--- config.mk ---
export PLATFORM = sky130hd
export DESIGN_NAME = dma_complete_sched
export DESIGN_NICKNAME = d
export VERILOG_FILES = /design/src/rtl/dma_complete_sched.sv
export SDC_FILE = /design/constraint.sdc
export NUM_CORES = 1
export LEC_CHECK = 0
export BUFFER_PORTS_ARGS = -buffer_cell sky130_fd_sc_hd__buf_2
export CAP_MARGIN = 20
export CORE_UTILIZATION = 57
export CTS_BUF_LIST = sky130_fd_sc_hd__clkbuf_4
export CTS_CLUSTER_DIAMETER = 200
export CTS_CLUSTER_SIZE = 12
export DETAILED_ROUTE_END_ITERATION = 8
export PLACE_DENSITY = 0.94
export REMOVE_ABC_BUFFERS = 1
export SETUP_SLACK_MARGIN = 0.5
export SYNTH_ARGS = -nofsm -noshare
export SYNTH_HDL_FRONTEND = slang
export SYNTH_SLANG_ARGS = --single-unit
--- constraint.sdc ---
create_clock -name clk -period 3 [get_ports clk]
set_input_delay 0.45 -clock clk [delete_from_list [all_inputs] [get_ports clk]]
set_output_delay 0.45 -clock clk [all_outputs]
set_load 0.01 [all_outputs]
--- src/rtl/dma_complete_sched.sv ---
// dma_complete_sched
//   Turns DMA-complete counts posted by the PS into single-cycle completion pulses
//   for last_beat_calc. A pulse is never issued in a cycle where an address beat
//   could be accepted: the pulse cycle also raises o_addr_hold, which masks the
//   AW valid/ready pair between the AW snoop and last_beat_calc. If address
//   traffic keeps the channel busy for STARVE_LIMIT waiting cycles, the hold is
//   forced and counted in o_starve_count.
//
// Ports
//   clk, reset          clock; asynchronous active-high reset
//   i_cmpl_valid/count  PS completion post (count may be 0)
//   o_cmpl_ready        post accepted when valid && ready
//   i_up_valid          AW beat valid from the snoop
//   o_up_ready          ready back to the snoop (i_dn_ready masked by hold)
//   o_dn_valid          valid to last_beat_calc (i_up_valid masked by hold)
//   i_dn_ready          ready from last_beat_calc
//   i_pkt_outstanding   packets started but not yet completed (last_beat_calc)
//   o_dma_complete      one-cycle completion pulse
//   o_addr_hold         registered address-beat block, high with the pulse
//   o_pending           completions posted but not yet issued
//   o_starve_count      saturating count of forced holds
module dma_complete_sched #(
    parameter int CNT_W        = 3,
    parameter int PEND_W       = 6,
    parameter int PKT_W        = 3,
    parameter int STARVE_LIMIT = 16
) (
    input  logic              clk,
    input  logic              reset,
    input  logic              i_cmpl_valid,
    input  logic [CNT_W-1:0]  i_cmpl_count,
    output logic              o_cmpl_ready,
    input  logic              i_up_valid,
    output logic              o_up_ready,
    output logic              o_dn_valid,
    input  logic              i_dn_ready,
    input  logic [PKT_W-1:0]  i_pkt_outstanding,
    output logic              o_dma_complete,
    output logic              o_addr_hold,
    output logic [PEND_W-1:0] o_pending,
    output logic [15:0]       o_starve_count
);

    localparam int WAIT_W = $clog2(STARVE_LIMIT + 1);
    // Highest pending value that can still absorb a maximum-size post without wrapping.
    localparam logic [PEND_W-1:0] READY_MAX = PEND_W'((2 ** PEND_W) - (2 ** CNT_W));

    typedef enum logic [1:0] {
        S_IDLE    = 2'd0,
        S_WAIT    = 2'd1,
        S_FIRE    = 2'd2,
        S_RECOVER = 2'd3
    } state_t;

    state_t             r_state;
    state_t             w_state_next;
    logic [WAIT_W-1:0]  r_wait_cnt;
    logic [WAIT_W-1:0]  w_wait_cnt_next;
    logic [PEND_W-1:0]  r_pending;
    logic [PEND_W-1:0]  w_pending_next;
    logic [15:0]        r_starve;
    logic               r_hold;
    logic               r_cmpl;
    logic               w_accept;
    logic               w_issue;
    logic               w_eligible;
    logic               w_starve_inc;

    assign o_cmpl_ready = (r_pending <= READY_MAX);
    assign w_accept     = i_cmpl_valid && o_cmpl_ready;
    // The decrement lands at the end of the pulse cycle.
    assign w_issue      = (r_state == S_FIRE);
    // Holding issue until a packet has started keeps last_beat_calc from underflowing.
    assign w_eligible   = (r_pending != '0) && (i_pkt_outstanding != '0);

    always_comb begin
        w_pending_next = r_pending
                       + (w_accept ? PEND_W'(i_cmpl_count) : '0)
                       - (w_issue ? PEND_W'(1) : '0);
    end

    always_comb begin
        w_state_next    = r_state;
        w_wait_cnt_next = r_wait_cnt;
        w_starve_inc    = 1'b0;
        case (r_state)
            S_IDLE: begin
                if (w_eligible) begin
                    if (!i_up_valid) begin
                        w_state_next = S_FIRE;
                    end else begin
                        w_state_next    = S_WAIT;
                        w_wait_cnt_next = WAIT_W'(1);
                    end
                end
            end
            S_WAIT: begin
                if (!w_eligible) begin
                    w_state_next = S_IDLE;
                end else if (!i_up_valid) begin
                    w_state_next = S_FIRE;
                end else if (r_wait_cnt == WAIT_W'(STARVE_LIMIT)) begin
                    // Address traffic never paused: steal a cycle anyway.
                    w_state_next = S_FIRE;
                    w_starve_inc = 1'b1;
                end else begin
                    w_wait_cnt_next = r_wait_cnt + WAIT_W'(1);
                end
            end
            S_FIRE: begin
                w_state_next = S_RECOVER;
            end
            S_RECOVER: begin
                // One unheld cycle so a stalled beat always gets through between pulses.
                w_state_next = S_IDLE;
            end
            default: begin
                w_state_next = S_IDLE;
            end
        endcase
    end

    always_ff @(posedge clk or posedge reset) begin
        if (reset) begin
            r_state    <= S_IDLE;
            r_wait_cnt <= '0;
            r_pending  <= '0;
            r_starve   <= '0;
            r_hold     <= 1'b0;
            r_cmpl     <= 1'b0;
        end else begin
            r_state    <= w_state_next;
            r_wait_cnt <= w_wait_cnt_next;
            r_pending  <= w_pending_next;
            if (w_starve_inc && (r_starve != 16'hFFFF)) begin
                r_starve <= r_starve + 16'd1;
            end
            // Pulse and hold are registered copies of "entering FIRE".
            r_hold <= (w_state_next == S_FIRE);
            r_cmpl <= (w_state_next == S_FIRE);
        end
    end

    assign o_addr_hold    = r_hold;
    assign o_dma_complete = r_cmpl;
    assign o_pending      = r_pending;
    assign o_starve_count = r_starve;
    assign o_up_ready     = i_dn_ready && !r_hold;
    assign o_dn_valid     = i_up_valid && !r_hold;

endmodule

==> metrics <==
top post-synthesis cells by area sky130_fd_sc_hd__dfrtp_1 40%, sky130_fd_sc_hd__ha_1 8.6%, sky130_fd_sc_hd__xor2_1 5.1%, sky130_fd_sc_hd__inv_1 4.2%, sky130_fd_sc_hd__nor4_1 3.6%; flip-flop cell with the highest count after synthesis sky130_fd_sc_hd__dfrtp_1; Worst Path Buf+Inv 1; portion of netlist area occupied by mux cells 3.298%; post-detail-place hpwl around 2900 um; leakage power between 1 and 1.5 nW; number of vias in the routed layout roughly 1600; cts hold-fix bufs 0; Initial DRT Pass Iterations 4; final std cells w/o fill roughly 270; wire length of the first global-routing pass ~6800 um; synthesized instance count about 180; number of violations reported at the end of detailed-routing iteration 0 55; slew margin rel. 59.94%; dominant combinational cell family by area after synthesis simple AND/OR/NAND/NOR gates; setup slack on the worst flop-to-flop path ~0.47 ns; CTS tree done; unique cell type count in the Yosys netlist 49; Slowest-stage cell, CP sky130_fd_sc_hd__dfrtp_1; initial antenna violation count 0; clock sink total 30; startpoint of the most critical register-to-register path o_pending[1]$_DFF_PP0_; cell family with the largest share of critical-path delay compound AO/OA/AOI/OAI gates; Post-Synth Adder-Cell Area 9.631%; Worst Setup End Kind flip-flop; Final nets between 200 and 300; placed instance area approximately 0.0021 mm^2; element type at the critical path start flip-flop; count of flip-flops with a built-in enable after synthesis 0; CTS H-Tree Depth 2; pwr/cell area just under 900 mW/mm^2; count of max-cap constraint violations 0; FFs w/ async S/R, synth 100.0%; netlist area before placement approximately 0.0019 mm^2; Top Ports 38; register bit count reported by yosys 30; cell total after placement between 200 and 300; wire per inst ~16 um; xor/xnor share of the synthesized area between 7 and 8%; share of cells above drive strength 1 between 30% and 40%; insertion delay to the later sink of the worst-skew pair between 0.3 and 0.4 ns; post-route design area between 0.002 and 0.0025 mm^2; total congestion overflow after global routing 0; Req. time, crit path between 3 and 4 ns; placer congestion estimate between 0.8 and 0.9; most frequent cells after synthesis 30 x sky130_fd_sc_hd__dfrtp_1, 21 x sky130_fd_sc_hd__inv_1, 13 x sky130_fd_sc_hd__ha_1, 13 x sky130_fd_sc_hd__nand3_1; complex-gate fraction of the synthesized area 7.652%; crit-path max cell delay 0.40 ns; portion of the clock cycle consumed by the worst path in the final layout between 80% and 90%; area leader, netlist sky130_fd_sc_hd__dfrtp_1; residual antenna-violating net count after detailed routing 0; Initial Util around three fifths; Final setup viols 0; outcome completed; Max Fanout on Critical Path 3; total count of max-transition violations in the final report 0; floorplan die area around 0.0036 mm^2; setup_tns 0 ns; maximum clock frequency just under 0.4 GHz; share of the synthesized area in the top cell type between 30 and 40%; most numerous cell in the Yosys netlist sky130_fd_sc_hd__dfrtp_1; Finished Core Util 73.83%; Worst Path Arrival between 2 and 3 ns; area fraction in and, or, nand and nor cells after synthesis approximately a quarter; GRT Util Overall a little over a quarter; DRC errors left 0; via-per-instance ratio roughly 5.7; final hold viol count 0; width of the die 59.69 um; site row count 20; buffer depth of the longest clock path 2; r2r worst-path depth 11; number of buffers inserted during clock tree synthesis 5; cell repeated most along the worst path sky130_fd_sc_hd__ha_4; Clock Pin Slew Worst Setup and Hold Paths 0.09 ns; VDD IR-drop max approximately 870 uV; Synth Warn # 0; end of the worst register-to-register path o_pending[5]$_DFF_PP0_; Port-buffer cells 37; Crit Path Category flip-flop to flip-flop; setup repair after global routing missed its margin true; chip height 59.69 um; Total Wirelength 4267 um; worst clock skew a little under 0.009 ns; time the final worst path needs with I/O delays and setup about 2.5 ns; vias in the first global route between 1000 and 1500; largest net degree at the start of global routing 31; area added between synthesis and finish 20.78%; core region area 0.003103 mm^2; Least-Margin Pin Slew roughly 0.6 ns; Avg Cell Area, Syn approximately 10 um^2; part of the Yosys area used for sequential elements roughly two fifths; worst-path cell chain or3_4, nand3_2, and2_4, nand2_4, ha_4, inv_2, ha_4, a21o_1, a21oi_2, o211a_1, a2111oi_2; Worst Hold Slack approximately 0.17 ns; total inserted antenna cells 0; cell at the root of the clock tree sky130_fd_sc_hd__clkbuf_4; type of the tightest min-delay check input pin to asynchronous set/reset pin
-- how the worst max path moves through the flow --
| stage | from | end | cells past startpoint |
|---|---|---|---|
| after floorplan | o_pending[2]$_DFF_PP0_ | o_pending[5]$_DFF_PP0_ | 11 |
| after global placement | o_pending[2]$_DFF_PP0_ | o_pending[5]$_DFF_PP0_ | 11 |
| after detailed placement | o_pending[2]$_DFF_PP0_ | o_pending[5]$_DFF_PP0_ | 11 |
| after CTS | o_pending[1]$_DFF_PP0_ | o_pending[5]$_DFF_PP0_ | 11 |
| after global routing | o_pending[1]$_DFF_PP0_ | o_pending[5]$_DFF_PP0_ | 11 |
| final | o_pending[1]$_DFF_PP0_ | o_pending[5]$_DFF_PP0_ | 11 |
-- metal layers --
layer | track usage, % | wire [um] | vias to the layer above | share of wire [%]
met4 | 12.29 | 165 | 0 | 3.9
li1 | - | - | 752 | -
met3 | 8.009 | 159 | 19 | 3.7
met2 | 42.38 | 2201 | 45 | 52
met5 | 0 | 0 | - | 0
met1 | 33.01 | 1740 | 740 | 41
-- cell type report --
cell class	instances	area, um^2
Timing Repair Buffer	45	245.2
Multi-Input combinational cell	126	1109
Clock buffer	7	52.55
Tap cell	44	55.05
Inverter	21	78.83
Fill cell	226	812.0
Sequential cell	30	750.7
-- layout by cell type, fill, tap and decap left out, drive strengths merged, types with 3 or more instances in the layout --
cell	count
nor4b	4
mux2	4
xnor2	5
and3	4
a21oi	4
nor2b	3
nand2	9
dfrtp	30
xor2	11
ha	13
nor4	13
o21ai	4
nand4	7
clkbuf	7
buf	45
nand3	13
inv	21
nor2	3
-- timing repair --
item / 4_1_cts / 5_1_grt
pin swaps: 9 / 5
gates cloned: 0 / 0
endpoints found under the hold margin: 0 / 0
buffers inserted: 4 / 3
resized for setup: 11 / 7
setup endpoints to repair: 2 / 3
-- kinds of logic after synthesis --
| logic type | after synthesis |
|---|---|
| compound gates | 20 |
| xor+xnor | 16 |
| fa+ha+maj | 14 |
| simple gates | 71 |
| flops | 30 |
| mux | 5 |
| buf+inv | 27 |
-- registers in the layout, indices dropped and copies added, names as in the netlist --
| name | cells |
|---|---|
| o_starve_count | 16 |
| o_pending | 6 |
| r_wait_cnt | 5 |
| r_state | 2 |
| o_dma_complete | 1 |
-- stage by stage --
stage | power [mW] | setup slack, ns
4_1_cts | 1.915 | 0.4821
2_1_floorplan | 1.272 | 0.2972
3_3_place_gp | 1.470 | 0.3307
3_5_place_dp | 1.522 | 0.2188
6_report | 2.049 | 0.4727
5_1_grt | 2.214 | 0.3462
-- power by group --
| group | switching (mW) | leakage (nW) | internal (mW) |
|---|---|---|---|
| logic | 0.583 | 0.770 | 0.576 |
| registers | 0.127 | 0.384 | 0.517 |
| clock network | 0.139 | 0.0322 | 0.106 |
-- worst min-delay path, stage by stage --
cell and delay [ns]:
sky130_fd_sc_hd__buf_2 0.09, sky130_fd_sc_hd__inv_1 0.04, sky130_fd_sc_hd__buf_4 0.34
No activity file was read; power rests on OpenSTA's default activity.
